===== config.mk =====
export PLATFORM = sky130hd
export DESIGN_NAME = decode_stage_hs
export DESIGN_NICKNAME = d
export VERILOG_FILES = /design/src/rtl/decode_stage_hs.sv
export SDC_FILE = /design/constraint.sdc
export NUM_CORES = 2
export LEC_CHECK = 0
export CAP_MARGIN = 20
export CORE_ASPECT_RATIO = 1.25
export CORE_UTILIZATION = 40
export CTS_BUF_LIST = sky130_fd_sc_hd__clkbuf_8
export CTS_CLUSTER_DIAMETER = 40
export DETAILED_ROUTE_END_ITERATION = 8
export MAX_ROUTING_LAYER = met4
export PLACE_DENSITY_LB_ADDON = 0.3
export SYNTH_ARGS = -nofsm -noshare
export SYNTH_HDL_FRONTEND = slang
export SYNTH_SLANG_ARGS = --single-unit

===== constraint.sdc =====
create_clock -name clock -period 118 [get_ports clock]
set_input_delay 23.6 -clock clock [delete_from_list [all_inputs] [get_ports clock]]
set_output_delay 23.6 -clock clock [all_outputs]
set_load 0.01 [all_outputs]

===== src/rtl/decode_stage_hs.sv =====
// RISC-V ID stage with ID/EX register and a valid/ready handshake toward EX.
// Covers decode, regfile, immediate generation, load-use stall and trap classification.
module decode_stage_hs #(
  parameter int XLEN      = 32,
  parameter int NREG      = 32,
  parameter int WB_BYPASS = 1
) (
  input  logic            clock,
  input  logic            reset,
  input  logic            id_valid,
  output logic            id_ready,
  input  logic [XLEN-1:0] id_pc,
  input  logic [31:0]     id_inst,
  input  logic            flush,
  input  logic            wb_regwrite,
  input  logic [4:0]      wb_rd,
  input  logic [XLEN-1:0] wb_data,
  input  logic            ex_ready,
  output logic            ex_valid,
  output logic [XLEN-1:0] ex_pc,
  output logic [XLEN-1:0] ex_rs1_data,
  output logic [XLEN-1:0] ex_rs2_data,
  output logic [XLEN-1:0] ex_imm,
  output logic [4:0]      ex_rs1,
  output logic [4:0]      ex_rs2,
  output logic [4:0]      ex_rd,
  output logic [2:0]      ex_funct3,
  output logic            ex_alt,
  output logic [3:0]      ex_opclass,
  output logic            ex_use_rs1,
  output logic            ex_use_rs2,
  output logic            ex_regwrite,
  output logic            ex_trap,
  output logic [1:0]      ex_trap_cause
);
  localparam int RW = (NREG > 1) ? $clog2(NREG) : 1;

  localparam logic [6:0] OP_LUI = 7'b0110111, OP_AUIPC = 7'b0010111, OP_JAL = 7'b1101111,
                         OP_JALR = 7'b1100111, OP_BRANCH = 7'b1100011, OP_LOAD = 7'b0000011,
                         OP_STORE = 7'b0100011, OP_IMM = 7'b0010011, OP_OP = 7'b0110011,
                         OP_SYSTEM = 7'b1110011, OP_FENCE = 7'b0001111;

  typedef struct packed {
    logic [XLEN-1:0] pc;
    logic [XLEN-1:0] rs1_data;
    logic [XLEN-1:0] rs2_data;
    logic [XLEN-1:0] imm;
    logic [4:0]      rs1;
    logic [4:0]      rs2;
    logic [4:0]      rd;
    logic [2:0]      funct3;
    logic            alt;
    logic [3:0]      opclass;
    logic            use_rs1;
    logic            use_rs2;
    logic            regwrite;
    logic            trap;
    logic [1:0]      cause;
  } ex_pkt_t;

  function automatic logic in_range(input logic [4:0] r);
    return 32'(r) < NREG;
  endfunction

  logic [XLEN-1:0] rf_q [NREG];
  logic            wb_we;
  logic [XLEN-1:0] rd1, rd2;
  ex_pkt_t         dec, ex_q;
  logic            ex_valid_q, hazard;

  assign wb_we = wb_regwrite && (wb_rd != 5'd0) && in_range(wb_rd);

  always_ff @(posedge clock or posedge reset) begin
    if (reset) begin
      for (int i = 0; i < NREG; i++) rf_q[i] <= '0;
    end else if (wb_we) begin
      rf_q[wb_rd[RW-1:0]] <= wb_data;
    end
  end

  // Out-of-range indices read 0; the decode flags them illegal anyway.
  always_comb begin
    rd1 = '0;
    rd2 = '0;
    if (id_inst[19:15] != 5'd0 && in_range(id_inst[19:15])) begin
      if (WB_BYPASS != 0 && wb_we && wb_rd == id_inst[19:15]) rd1 = wb_data;
      else rd1 = rf_q[id_inst[15+RW-1:15]];
    end
    if (id_inst[24:20] != 5'd0 && in_range(id_inst[24:20])) begin
      if (WB_BYPASS != 0 && wb_we && wb_rd == id_inst[24:20]) rd2 = wb_data;
      else rd2 = rf_q[id_inst[20+RW-1:20]];
    end
  end

  always_comb begin
    logic wr, ill;
    logic [XLEN-1:0] imm_i, imm_s, imm_b, imm_u, imm_j;
    imm_i = XLEN'($signed(id_inst[31:20]));
    imm_s = XLEN'($signed({id_inst[31:25], id_inst[11:7]}));
    imm_b = XLEN'($signed({id_inst[31], id_inst[7], id_inst[30:25], id_inst[11:8], 1'b0}));
    imm_u = XLEN'($signed({id_inst[31:12], 12'b0}));
    imm_j = XLEN'($signed({id_inst[31], id_inst[19:12], id_inst[20], id_inst[30:21], 1'b0}));
    dec          = '0;
    dec.pc       = id_pc;
    dec.rs1_data = rd1;
    dec.rs2_data = rd2;
    dec.rs1      = id_inst[19:15];
    dec.rs2      = id_inst[24:20];
    dec.rd       = id_inst[11:7];
    dec.funct3   = id_inst[14:12];
    dec.alt      = id_inst[30];
    wr  = 1'b0;
    ill = (id_inst[1:0] != 2'b11);
    case (id_inst[6:0])
      OP_LUI:    begin dec.opclass = 4'd0; dec.imm = imm_u; wr = 1'b1; end
      OP_AUIPC:  begin dec.opclass = 4'd1; dec.imm = imm_u; wr = 1'b1; end
      OP_JAL:    begin dec.opclass = 4'd2; dec.imm = imm_j; wr = 1'b1; end
      OP_JALR:   begin dec.opclass = 4'd3; dec.imm = imm_i; wr = 1'b1; dec.use_rs1 = 1'b1; end
      OP_BRANCH: begin dec.opclass = 4'd4; dec.imm = imm_b; dec.use_rs1 = 1'b1; dec.use_rs2 = 1'b1; end
      OP_LOAD:   begin dec.opclass = 4'd5; dec.imm = imm_i; wr = 1'b1; dec.use_rs1 = 1'b1; end
      OP_STORE:  begin dec.opclass = 4'd6; dec.imm = imm_s; dec.use_rs1 = 1'b1; dec.use_rs2 = 1'b1; end
      OP_IMM:    begin dec.opclass = 4'd7; dec.imm = imm_i; wr = 1'b1; dec.use_rs1 = 1'b1; end
      OP_OP:     begin dec.opclass = 4'd8; wr = 1'b1; dec.use_rs1 = 1'b1; dec.use_rs2 = 1'b1; end
      OP_SYSTEM: begin
        dec.opclass = 4'd9;
        dec.trap    = 1'b1;
        if (id_inst == 32'h0000_0073)      dec.cause = 2'd1;
        else if (id_inst == 32'h0010_0073) dec.cause = 2'd2;
        else ill = 1'b1;
      end
      OP_FENCE:  begin dec.opclass = 4'd10; dec.imm = imm_i; end
      default:   ill = 1'b1;
    endcase
    if ((dec.use_rs1 && !in_range(dec.rs1)) || (dec.use_rs2 && !in_range(dec.rs2)) ||
        (wr && !in_range(dec.rd)))
      ill = 1'b1;
    dec.regwrite = wr && (dec.rd != 5'd0);
    if (ill) begin
      dec.opclass  = 4'd15;
      dec.trap     = 1'b1;
      dec.cause    = 2'd0;
      dec.imm      = '0;
      dec.use_rs1  = 1'b0;
      dec.use_rs2  = 1'b0;
      dec.regwrite = 1'b0;
    end
  end

  assign hazard = ex_valid_q && (ex_q.opclass == 4'd5) && (ex_q.rd != 5'd0) &&
                  ((dec.use_rs1 && dec.rs1 == ex_q.rd) || (dec.use_rs2 && dec.rs2 == ex_q.rd));

  assign id_ready = !flush && (!ex_valid_q || ex_ready) && !hazard;

  always_ff @(posedge clock or posedge reset) begin
    if (reset) begin
      ex_valid_q <= 1'b0;
      ex_q       <= '0;
    end else if (flush) begin
      ex_valid_q <= 1'b0;
    end else if (ex_valid_q && !ex_ready) begin
      // Stalled operands must track retiring writebacks or they go stale.
      if (wb_regwrite && ex_q.use_rs1 && ex_q.rs1 != 5'd0 && wb_rd == ex_q.rs1)
        ex_q.rs1_data <= wb_data;
      if (wb_regwrite && ex_q.use_rs2 && ex_q.rs2 != 5'd0 && wb_rd == ex_q.rs2)
        ex_q.rs2_data <= wb_data;
    end else if (id_valid && id_ready) begin
      ex_valid_q <= 1'b1;
      ex_q       <= dec;
    end else begin
      ex_valid_q <= 1'b0;
    end
  end

  assign ex_valid      = ex_valid_q;
  assign ex_pc         = ex_q.pc;
  assign ex_rs1_data   = ex_q.rs1_data;
  assign ex_rs2_data   = ex_q.rs2_data;
  assign ex_imm        = ex_q.imm;
  assign ex_rs1        = ex_q.rs1;
  assign ex_rs2        = ex_q.rs2;
  assign ex_rd         = ex_q.rd;
  assign ex_funct3     = ex_q.funct3;
  assign ex_alt        = ex_q.alt;
  assign ex_opclass    = ex_q.opclass;
  assign ex_use_rs1    = ex_q.use_rs1;
  assign ex_use_rs2    = ex_q.use_rs2;
  assign ex_regwrite   = ex_q.regwrite;
  assign ex_trap       = ex_q.trap;
  assign ex_trap_cause = ex_q.cause;
endmodule


==> reports/summary.log <==
INFO  status         outcome=complete, no violations
INFO  drt            wirelength=216000µm
INFO  synthesis      async_flop_share=100%
INFO  setup_path     critical_path_peak_fanout=18
INFO  grt            globalRouteTotalUtil=28.0%
INFO  sta            final_min_period_over_clock_period=42.3%
INFO  setup_path     critical_path_class=in2out
INFO  clock_network  clock_network_latency_to_the_later_pin_of_the_worst_skew_pair=920ps
INFO  drt            antenna_violating_nets_post_route=0
INFO  drt            route.detailed.drc=0
INFO  final_layout   layout-drive-gt1-share=41.3%
INFO  clock_network  total_of_cells_resized_after_clock_tree_synthesis=0
INFO  placement      detailedPlacementHpwl=119000µm
INFO  synthesis      post_synth_instance_area=0.0623mm²
INFO  clock_network  cts_inserted_buffers=193
INFO  clock_network  cts-hold-fix-buffers=0
INFO  setup_path     critical_path.startpoint_type=input pin
INFO  run            drv_cap=0
INFO  floorplan      die_height=443µm
INFO  setup_path     required=94400ps
INFO  setup_path     end_kind=output pin
INFO  grt            grt_residual_overflow=0
INFO  placement      place.detailed.instances=6725
INFO  grt            grt_antenna_before_repair=7
INFO  setup_path     timing.critical_path.mode_cell=sky130_fd_sc_hd__clkdlybuf4s50_1
INFO  final_layout   area.growth.synth_to_final=13.7%
INFO  grt            grt_pass1_wl=316000µm
INFO  sta            grt_setup_unrepaired=false
INFO  clock_network  h-tree-depth=4
INFO  floorplan      die_footprint=0.157mm²
INFO  drt            drt_first_iter_violations=4308
INFO  setup_path     worst_r2r_endpoint=ex_rs2_data[26]
INFO  setup_path     worst-path-stages=7
INFO  pwr            leakagePower=30.4nW
INFO  hold_path      worst_hold_path_type=reg2reg
INFO  synthesis      netlist-cell-type-count=64
INFO  synthesis      postSynth.topFlopCell=sky130_fd_sc_hd__dfrtp_1
INFO  placement      dp_worst_setup_slack=68120ps
INFO  sta            finalMaxSlewViolations=0
INFO  clock_network  cts-root-buf=sky130_fd_sc_hd__clkbuf_8
INFO  pwr            vdd_drop_max=12.4µV
INFO  sta            finalHoldViolCount=0
INFO  final_layout   most_frequent_cells_in_the_layout=sky130_fd_sc_hd__mux2_2 (1325), sky130_fd_sc_hd__dfrtp_1 (1182), sky130_fd_sc_hd__mux4_2 (260), sky130_fd_sc_hd__clkdlybuf4s50_1 (258), sky130_fd_sc_hd__clkbuf_8 (247)
INFO  setup_path     critical_path.cell_chain=clkdlybuf4s50_1 -> and3b_1 -> o211ai_1 -> o32a_1 -> nor2_1 -> nor3_1 -> clkdlybuf4s50_1
INFO  clock_network  clock_tree.buffer_depth=3
INFO  clock_network  clk_transition_reported_paths=60ps
INFO  drt            dr.pass1.iters=5
INFO  setup_path     reg2regPathDepth=6
INFO  synthesis      synth.ff_latch_count=1182
INFO  floorplan      rows=161
INFO  sta            maxSlewHeadroom=20.5%
INFO  setup_path     worst_ep_arrival_time=26340ps
INFO  drt            route.detailed.vias_per_inst=6.29
INFO  setup_path     timing.critical_path.buf_inv=2
INFO  final_layout   layout.cells.most_common=sky130_fd_sc_hd__mux2_2
INFO  final_layout   final_cells=7092
INFO  final_layout   layout.nets=5011
INFO  setup_path     crit_path_max_incr_delay=730ps
INFO  setup_path     critPathSlowestCell=sky130_fd_sc_hd__clkdlybuf4s50_1
INFO  synthesis      synth_fp_nets=4965
INFO  sta            final_setup_viols=0
INFO  sta            tightest_slew=1190ps
INFO  setup_path     regToRegSetupSlack=113800ps
INFO  synthesis      synth.yosys.seq_area_share=47.4%
INFO  floorplan      num_io_pins=266
INFO  setup_path     crit-reg2reg-launch=ex_rd[1]
INFO  clock_network  clock_tree_from_tritoncts=done
INFO  sta            final.setup_skew=31.0ps
INFO  floorplan      core_area=0.154mm²
INFO  synthesis      ys_warn_count=0
INFO  drt            route.vias.total=44600
INFO  sta            post-route-min-period=49940ps
INFO  drt            wl_per_cell=30.5µm
INFO  floorplan      die_width=355µm
INFO  floorplan      floorplan.initialDensity=40.4%
INFO  setup_path     critPathLaunch=id_inst[5]
INFO  setup_path     crit_end=id_ready
INFO  grt            largest_net_degree_at_the_start_of_global_routing=179
INFO  sta            clock.fmax=20.0MHz
INFO  grt            grt_pass1_vias=45100
INFO  placement      buffer_ports.inserted=265
INFO  clock_network  clock-sinks=1182
INFO  sta            finalWorstSetupSlack=68060ps
INFO  synthesis      synth_area_per_cell=12.8µm²
INFO  placement      globalplace.congestion=0.837
INFO  setup_path     cp_top_family=buffers and inverters
INFO  sta            final.setup.tns=0ps
INFO  clock_network  cts_setup_buffers=0
INFO  final_layout   filler_cell_count=13900
INFO  pwr            powerDensity=16.0mW/mm²
INFO  synthesis      post_synth_inst_count=4858
INFO  synthesis      synth-edff-count=0
stage by stage:
step | util [%] | power (W) | cell area [µm²] | hold WS, ps
finish | 45.9 | 0.00114 | 70900 | 398
CTS | 45.6 | 0.00114 | 70300 | 399
global placement | 43.0 | 0.000762 | 66300 | 377
detailed placement | 43.0 | 0.000770 | 66400 | 384
global route | 45.9 | 0.00119 | 70900 | 411
floorplan | - | 0.000696 | 62300 | 442
Yosys cell counts, drive strengths merged, types with 63 or more instances:
library cell / instances / area (µm²)
nor3: 102 / 510
a21oi: 63 / 315
buf: 218 / 1100
o22ai: 189 / 1180
a31oi: 67 / 607
a211oi: 64 / 480
mux2: 1339 / 15100
nand2: 257 / 965
mux2i: 131 / 1310
clkbuf: 316 / 1190
o21ai: 235 / 1180
mux4: 260 / 5860
dfrtp: 1182 / 29600
registers in the layout, indices dropped and copies added, names as in the netlist:
register / flops
ex_rs1: 5
ex_alt: 1
ex_trap: 1
ex_funct3: 3
ex_rs2: 5
ex_imm: 32
ex_opclass: 4
ex_rs2_data: 32
ex_pc: 32
ex_use_rs1: 1
ex_use_rs2: 1
ex_valid: 1
ex_trap_cause: 2
rf_q: 1024
ex_regwrite: 1
ex_rs1_data: 32
ex_rd: 5
area by class of cell:
type	instances	area [µm²]	area share, %
Clock buffer	246	3390	4.78
Multi-Input combinational cell	3136	30700	43.4
Sequential cell	1182	29600	41.7
Clock inverter	95	551	0.777
Antenna cell	5	12.5	0.0176
Timing Repair Buffer	385	4050	5.71
Inverter	6	30.0	0.0424
Tap cell	2037	2550	3.60
routing by layer:
layer,share of wire (%),vias to the layer above,GRT usage (%)
met2,46,2147,42.0
li1,-,18400,-
met4,4.4,0,11.1
met1,41,23500,36.8
met3,8.5,544,6.07
met5,0,-,-
power by group:
part,switching (W),internal [W],total (W)
Combinational,0.0000983,0.000136,0.000234
Clock,0.000172,0.000197,0.000369
Sequential,0.0000553,0.000479,0.000534
Total,0.000326,0.000812,0.00114
cells by family (layout without fill, tap and decap cells):
group | count (synthesis) | count (layout) | share of synthesized area, %
mux | 1730 | 1730 | 35.7
flops | 1182 | 1182 | 47.4
compound gates | 737 | 737 | 7.62
simple gates | 638 | 638 | 5.12
buf+inv | 540 | 732 | 3.71
xor+xnor | 31 | 31 | 0.435
other cells | 0 | 5 | 0
how the worst min path moves through the flow:
| stage | startpoint | slack (ps) | endpoint | depth (start not counted) |
|---|---|---|---|---|
| CTS | rf_q[1021] | 400 | rf_q[1021] | 0 |
| global placement | rf_q[1006] | 380 | rf_q[1006] | 0 |
| finish | rf_q[1003] | 400 | rf_q[1003] | 0 |
| global route | rf_q[1010] | 410 | rf_q[1010] | 0 |
| detailed placement | rf_q[1008] | 380 | rf_q[1008] | 0 |
| floorplan | rf_q[1003] | 440 | rf_q[1003] | 1 |
No activity file was read; power rests on OpenSTA's default activity.
